File: src/rtl/nib_tx_if.sv
// Handshake and serial-line bundle for the nibble transmitter.
// The master side supplies the load, data and bit strobe; the slave side returns line and status.
interface nib_tx_if;
   logic       CE;
   logic       LD;
   logic [3:0] D;
   logic       TXD;
   logic       RDY;
   logic       BUSY;

   modport master (
      output CE,
      output LD,
      output D,
      input  TXD,
      input  RDY,
      input  BUSY
   );

   modport slave (
      input  CE,
      input  LD,
      input  D,
      output TXD,
      output RDY,
      output BUSY
   );
endinterface

File: src/rtl/nib_tx.sv
// Serial nibble transmitter: start bit, four data bits LSB first, optional parity, stop bit.
// Each bit lasts DIV strobes of CE; TXD is registered and idles high.
module nib_tx #(
   parameter int unsigned DIV     = 1,
   parameter int unsigned PAR_EN  = 1,
   parameter int unsigned PAR_ODD = 0
) (
   input logic        CK,
   input logic        CLR,
   nib_tx_if.slave    bus
);

   localparam int unsigned TickW = (DIV > 1) ? $clog2(DIV) : 1;
   localparam logic [TickW-1:0] TickLast = TickW'(DIV - 1);

   typedef enum logic [2:0] {
      StIdle,
      StStart,
      StData,
      StPar,
      StStop
   } state_e;

   state_e           state_q, state_d;
   logic [TickW-1:0] tick_q, tick_d;
   logic [1:0]       idx_q, idx_d;
   logic [3:0]       shift_q, shift_d;
   logic             par_q, par_d;
   logic             txd_q, txd_d;
   logic             accept;
   logic             bit_end;

   // Acceptance ignores CE; the strobe only matters once the frame has started.
   assign accept  = (state_q == StIdle) && bus.LD;
   assign bit_end = (state_q != StIdle) && bus.CE && (tick_q == TickLast);

   always_ff @(posedge CK or posedge CLR) begin
      if (CLR) begin
         state_q <= StIdle;
      end else begin
         state_q <= state_d;
      end
   end

   always_comb begin
      state_d = state_q;
      unique case (state_q)
         StIdle:  if (accept)  state_d = StStart;
         StStart: if (bit_end) state_d = StData;
         StData: begin
            if (bit_end && (idx_q == 2'd3)) begin
               state_d = (PAR_EN != 0) ? StPar : StStop;
            end
         end
         StPar:   if (bit_end) state_d = StStop;
         StStop:  if (bit_end) state_d = StIdle;
         default: state_d = StIdle;
      endcase
   end

   always_comb begin
      tick_d  = tick_q;
      idx_d   = idx_q;
      shift_d = shift_q;
      par_d   = par_q;
      if (accept) begin
         shift_d = bus.D;
         par_d   = (^bus.D) ^ (PAR_ODD != 0);
         idx_d   = 2'd0;
         tick_d  = '0;
      end else if ((state_q != StIdle) && bus.CE) begin
         if (bit_end) begin
            tick_d = '0;
            if ((state_q == StData) && (idx_q != 2'd3)) begin
               shift_d = {1'b0, shift_q[3:1]};
               idx_d   = idx_q + 2'd1;
            end
         end else begin
            tick_d = tick_q + TickW'(1);
         end
      end
   end

   // Line level is decoded from the state being entered so TXD changes with the state.
   always_comb begin
      txd_d = 1'b1;
      unique case (state_d)
         StIdle:  txd_d = 1'b1;
         StStart: txd_d = 1'b0;
         StData:  txd_d = shift_d[0];
         StPar:   txd_d = par_d;
         StStop:  txd_d = 1'b1;
         default: txd_d = 1'b1;
      endcase
   end

   always_ff @(posedge CK or posedge CLR) begin
      if (CLR) begin
         tick_q  <= '0;
         idx_q   <= 2'd0;
         shift_q <= 4'd0;
         par_q   <= 1'b0;
         txd_q   <= 1'b1;
      end else begin
         tick_q  <= tick_d;
         idx_q   <= idx_d;
         shift_q <= shift_d;
         par_q   <= par_d;
         txd_q   <= txd_d;
      end
   end

   assign bus.TXD  = txd_q;
   assign bus.RDY  = (state_q == StIdle);
   assign bus.BUSY = (state_q != StIdle);

endmodule

File: src/flat_wrapper.sv
// flat-port wrapper written by rule: the top's interface ports become plain ports
module nib_tx_flat 
#(
   parameter int unsigned DIV     = 1,
   parameter int unsigned PAR_EN  = 1,
   parameter int unsigned PAR_ODD = 0
)
  (CK, CLR, bus_CE, bus_LD, bus_D, bus_TXD, bus_RDY, bus_BUSY);
  nib_tx_if bus_i ();
  input logic CK;
  input logic CLR;
  input wire logic [$bits(bus_i.CE)-1:0] bus_CE;
  input wire logic [$bits(bus_i.LD)-1:0] bus_LD;
  input wire logic [$bits(bus_i.D)-1:0] bus_D;
  output wire logic [$bits(bus_i.TXD)-1:0] bus_TXD;
  output wire logic [$bits(bus_i.RDY)-1:0] bus_RDY;
  output wire logic [$bits(bus_i.BUSY)-1:0] bus_BUSY;
  assign bus_i.CE = bus_CE;
  assign bus_i.LD = bus_LD;
  assign bus_i.D = bus_D;
  assign bus_TXD = bus_i.TXD;
  assign bus_RDY = bus_i.RDY;
  assign bus_BUSY = bus_i.BUSY;
  nib_tx #(.DIV(DIV), .PAR_EN(PAR_EN), .PAR_ODD(PAR_ODD)) u_core (.CK(CK), .CLR(CLR), .bus(bus_i));
endmodule
File: config.mk
export PLATFORM = sky130hd
export DESIGN_NAME = nib_tx_flat
export DESIGN_NICKNAME = d
export VERILOG_FILES = /design/src/rtl/nib_tx_if.sv /design/src/rtl/nib_tx.sv /design/src/flat_wrapper.sv
export SDC_FILE = /design/constraint.sdc
export NUM_CORES = 1
export LEC_CHECK = 0
export ABC_CLOCK_PERIOD_IN_PS = 3100
export BUFFER_PORTS_ARGS = -buffer_cell sky130_fd_sc_hd__buf_2
export CAP_MARGIN = 20
export CORE_AREA = 3 3 40 42
export DETAILED_ROUTE_END_ITERATION = 10
export DIE_AREA = 0 0 43 45
export PLACE_DENSITY_LB_ADDON = 0.3
export RECOVER_POWER = 50
export REMOVE_ABC_BUFFERS = 1
export SYNTH_ARGS = -nofsm -noshare
export SYNTH_HDL_FRONTEND = slang
export SYNTH_SLANG_ARGS = --single-unit
File: constraint.sdc
create_clock -name CK -period 3.1 [get_ports CK]
set_input_delay 0.31 -clock CK [delete_from_list [all_inputs] [get_ports CK]]
set_output_delay 0.31 -clock CK [all_outputs]
set_load 0.005 [all_outputs]
Yosys cells after proc, flatten, opt, wreduce, memory -nomap -nowiden
Index checks and enable logic that the tools add are counted.
{"block": "totals", "out_inout_bits": 3, "register_bits": 12, "wordCells": 50, "input_bits": 8}
{"block": "classes", "n_mux": 19, "n_reduce_logical": 12, "n_eq_ne": 9, "addsub": 2, "bitwise": 1}
{"op": "4-bit two-way mux", "count": 4}
{"op": "3-bit two-way mux", "count": 5}
{"op": "3-bit case mux with 5 select lines", "count": 1}
{"op": "3-bit by 2-bit == test with 1-bit output, second input constant", "count": 4}
{"op": "2-bit two-way mux", "count": 4}
{"op": "3-bit by 1-bit == test with 1-bit output, second input constant", "count": 2}
{"op": "2-bit nonzero test", "count": 3}
{"op": "1-bit logical AND", "count": 5}
{"op": "1-bit two-way mux", "count": 4}
{"op": "4-bit parity", "count": 1}
{"op": "3-bit == test, second input constant", "count": 1}
{"op": "3-bit zero test", "count": 1}
{"op": "1-bit case mux with 3 select lines", "count": 1}
{"op": "3-bit AND reduction", "count": 1}
{"op": "3-bit nonzero test", "count": 1}
{"op": "2-bit by 1-bit adder with 2-bit output, second input constant", "count": 1}
{"op": "2-bit == test, second input constant", "count": 1}
{"op": "2-bit != test, second input constant", "count": 1}
{"op": "1-bit adder, second input constant", "count": 1}
{"op": "1-bit NOT", "count": 1}

Longest topological paths before layout
{"block": "depth", "depth_word": 8, "depth_mapped": 6, "ltp_nobuf": 5}

Worst setup path before layout
OpenSTA, ideal clock, no wires.
{"block": "synth_timing", "kind": "register -> register", "from": "register u_core.state_q[0]", "to": "register u_core.txd_q, in the netlist u_core.bus.TXD", "required_ns": 3.006, "t_arrival_ns": 1.310, "stages_incl_launch_ff": 6, "setup_ns": 0.094, "slack_ns": 1.696, "path_buffers": 1, "synth_period_minus_slack_ns": 1.404, "cell_sequence": "dfrtp_1 -> and4bb_1 -> and2_4 -> buf_6 -> a221oi_2 -> a32oi_1"}
{"block": "synth_via", "elab_chain_cells": 8, "elab_cells_between_ends": 26, "cone_classes": "7 x eq/ne; 12 x mux; 7 x reduce/logical"}
{"item": "start: declaration", "line_no": "nib_tx.sv:24", "text": "state_e state_q, state_d;"}
{"item": "start signal: assignment", "line_no": "nib_tx.sv:39", "text": "state_q <= StIdle;"}
{"item": "start signal: assignment", "line_no": "nib_tx.sv:41", "text": "state_q <= state_d;"}
{"item": "3-bit nonzero test", "line_no": "nib_tx.sv:35, nib_tx.sv:71"}
{"item": "1-bit logical AND", "line_no": "nib_tx.sv:35, nib_tx.sv:71"}
{"item": "1-bit logical AND", "line_no": "nib_tx.sv:35", "text": "assign bit_end = (state_q != StIdle) && bus.CE && (tick_q == TickLast);"}
{"item": "1-bit logical AND", "line_no": "nib_tx.sv:51", "text": "if (bit_end && (idx_q == 2'd3)) begin"}
{"item": "3-bit two-way mux", "line_no": "nib_tx.sv:51"}
{"item": "3-bit case mux with 5 select lines", "line_no": "nib_tx.sv:47", "text": "unique case (state_q)"}
{"item": "3-bit by 2-bit == test with 1-bit output or 3-bit by 1-bit == test with 1-bit output (tied branches)", "line_no": "nib_tx.sv:87", "text": "unique case (state_d)"}
{"item": "1-bit case mux with 3 select lines (*)", "line_no": "nib_tx.sv:87"}
{"item": "named net u_core.txd_d", "line_no": "nib_tx.sv:29", "text": "logic txd_q, txd_d;"}
{"item": "end signal: assignment", "line_no": "nib_tx.sv:109", "text": "txd_q <= txd_d;"}
{"item": "end: declaration", "line_no": "nib_tx.sv:29"}
Mark *: on every way through the listed nets, which the timed path passes. The rest lies on a longest branch. The select of a mux whose other input is x is not followed.
A chain may end at the register's enable or synchronous reset.

Worst setup path after layout
{"block": "layout_timing", "from": "register u_core.state_q[0]", "to": "output bus_RDY"}
{"block": "layout_via", "elab_chain_cells": 1}
{"item": "3-bit zero test", "line_no": "nib_tx.sv:114", "text": "assign bus.RDY = (state_q == StIdle);"}
{"item": "end: declaration", "line_no": "flat_wrapper.sv:16", "text": "output wire logic [$bits(bus_i.RDY)-1:0] bus_RDY;"}
Every way passes these cells.

==> reports/results.ini <==
[route]
num_vias=456
drt_pass1_iterations=4
wl_per_cell_um=12.82
wl_mm=1.141
drc=0
ant_nets=0
vias_per_cell=5.124
drt_iter0_markers=7

[timing]
max_freq_ghz=0.6005
relSlewSlack_pct=70.00
skew_ps=2.019
finalHoldViolations=0
finalMaxSlewViolations=0
rsz0062_at_grt=false
post-route-period-util_pct=53.71
period_minus_slack_ps=1665
setup_viol=0
max_slew.worst_pin.slew_ps=449.4
setup_tns_ps=0

[clock_tree]
cts_buffers=3
clock-root-buffer=clkbuf_4
ctsResizeCount=0
clk_latency_ps=270
postCtsSetupBuffers=0
cts-htree-levels=1
cts_tree=yes
clock-sinks=12
cts_buffer_depth=2
path_clk_slew_ps=80
cts_hold_buffers=0

[critical_path]
critPathCaptureType=output port
cp_max_fo=7
worst_r2r_startpoint=u_core.state_q[0]$_DFF_PP0_
critPathKind=reg2out
worstPathRequired_ps=2790
crit_start=u_core.state_q[0]$_DFF_PP0_
crit_path_start_kind=flop
arrival_ps=1360
r2r_slack_ps=1510

[logic_synthesis]
netlist_area_sq_um=621.8
synth_top_cell_by_area=dfrtp_1
ys_seq_elements=12
synth_top_flop_cell=dfrtp_1
synth_edf_count=0
synth.most_common_cell=nand2_1
synthXorXnorAreaFrac_pct=5.634
async_reset_ff_share_pct=100.0
synthTopCellsByCount=nand2_1 (13), dfrtp_1 (11), nor2_1 (4)
synthAdderAreaFrac_pct=2.012
ys_types=28
muxShareOfSynthArea_pct=1.811
yosys_warnings=0
synth.area.top_cells=dfrtp_1 (44%), nand2_1 (7.8%), dfstp_2 (4.2%), xnor2_1 (4.2%), nor4b_4 (3.8%)
synth-compound-area-share_pct=12.27
seq_area_frac_synth_pct=48.49
postSynthCellCount=61
synth-simple-area-share_pct=26.16
avgSynthCellArea_sq_um=10.19
synth_top_family_by_area=simple AND/OR/NAND/NOR gates
synth_top_area_share_pct=44.27

[pwr]
power.switching_uw=245.0
clkPwrFrac_pct=15.9
swShare_pct=37.92
power_density_nw_per_um2=915.6
vdd.ir_drop.worst_uv=468.4
p_leak_nw=0.3327
p_seq_share_pct=44.2
pwr-share-comb_pct=39.9
internal-power_uw=401.1

[placement]
placed_area_sq_um=679.4
port_buffers=10
place_congestion=0.7432

[grt]
grt_pass1_wl_mm=1.932
grt_pass1_vias=445
grt_usage_pct=14.29
antenna_found_initial=0
grt_max_degree=13
grt-ovfl-total=0

[final_layout]
finish.instance_area_sq_um=705.7
n_antenna_cell=0
n_fill_cell=114
syn_to_final_growth_pct=13.48
fin_nets=84
drive_gt1_share_pct=27.03

[status]
status=finished clean

[floorplanning]
die_area_sq_um=1935
initial_core_util_pct=48.39
row_count=13
die_x_um=43
die-height_um=45
io_pins=11
core_sq_um=1285

[hold_path]
hold_class=in2async

[job]
max_cap_violations=0

==> critical path: stages, from the launching register on <==
cell     delay (ps)
dfrtp_1         460
or3_1           450
inv_2            70
buf_2           100
==> power by group through the flow <==
| stage | registers (mW) | clock network, mW | logic (mW) |
|---|---|---|---|
| 4_1_cts | 0.285 | 0.106 | 0.261 |
| 5_1_grt | 0.295 | 0.113 | 0.289 |
| 6_report | 0.285 | 0.103 | 0.258 |
| 3_3_place_gp | 0.285 | 0 | 0.252 |
| 2_1_floorplan | 0.277 | 0 | 0.192 |
| 3_5_place_dp | 0.288 | 0 | 0.260 |
==> flip-flops by register name (all words and copies together) (netlist names) <==
name	flops
u_core.par_q	1
u_core.idx_q	2
u_core.bus.TXD	1
u_core.shift_q	4
u_core.tick_q	1
u_core.state_q	3
==> stage by stage <==
step                      total power [mW]  std cells  util [%]  hold slack (ps)  worst slack (ps)
final                               0.6461         89     54.92            25.16              1435
after global routing                0.6967         89     54.92            60.05              1374
after CTS                           0.6527         89     54.92            37.19              1424
after detailed placement            0.5482         85     52.87            336.7              1536
after global placement              0.5379         85     52.87            339.7              1605
after floorplan                     0.4692         60         -            174.0              1698
==> cell type report <==
type | instances | area, sq um | share of cell area, %
Tap cell | 15 | 18.77 | 2.660
Sequential cell | 12 | 301.5 | 42.73
Multi-Input combinational cell | 45 | 297.8 | 42.20
Timing Repair Buffer | 10 | 50.05 | 7.092
Clock buffer | 4 | 26.28 | 3.723
Inverter | 3 | 11.26 | 1.596
==> cells in the final DEF, fill, tap and decap left out <==
| cell | n |
|---|---|
| nand2_1 | 13 |
| dfrtp_1 | 11 |
| buf_2 | 10 |
| nor2_1 | 4 |
| a21oi_1 | 3 |
| xnor2_1 | 3 |
| clkbuf_4 | 3 |
| o21ai_1 | 2 |
| a22oi_1 | 2 |
| and2_1 | 2 |
| inv_1 | 2 |
| and4bb_1 | 1 |
| and2_4 | 1 |
| or3_1 | 1 |
| inv_2 | 1 |
| nor4b_4 | 1 |
| nor2b_1 | 1 |
| or2b_1 | 1 |
| a31oi_1 | 1 |
| nand3_1 | 1 |
| o22ai_1 | 1 |
| a221oi_2 | 1 |
| nand3b_1 | 1 |
| xor2_1 | 1 |
| or3b_2 | 1 |
| a32oi_1 | 1 |
| mux2_2 | 1 |
| ha_1 | 1 |
| clkbuf_1 | 1 |
| dfstp_2 | 1 |
==> layer usage <==
metal | GRT usage [%] | vias up | wire length (um)
met3 | 3.586 | 4 | 45
met4 | 10.84 | 0 | 33
met5 | 0 | - | 0
met2 | 20.66 | 7 | 552
li1 | - | 234 | -
met1 | 18.39 | 211 | 510
==> worst paths after layout <==
path                                                       to  depth (start not counted)
max in group asynchronous            u_core.bus.TXD$_DFF_PP1_                          2
worst max register to register       u_core.bus.TXD$_DFF_PP1_                          4
worst min-delay path            u_core.shift_q[1]$_DFFE_PP0P_                          2
min in group CK                     u_core.tick_q$_DFFE_PP0P_                          2
worst min register to register  u_core.shift_q[2]$_DFFE_PP0P_                          2
worst max-delay path                                  bus_RDY                          3
==> logic make-up after synthesis <==
logic type	after synthesis
XOR/XNOR	4
flip-flops	12
AND/OR/NAND/NOR	28
multiplexers	1
adder cells (fa/ha/maj)	1
AO/OA/AOI/OAI	11
buffers and inverters	4
No activity file was read; power rests on OpenSTA's default activity.
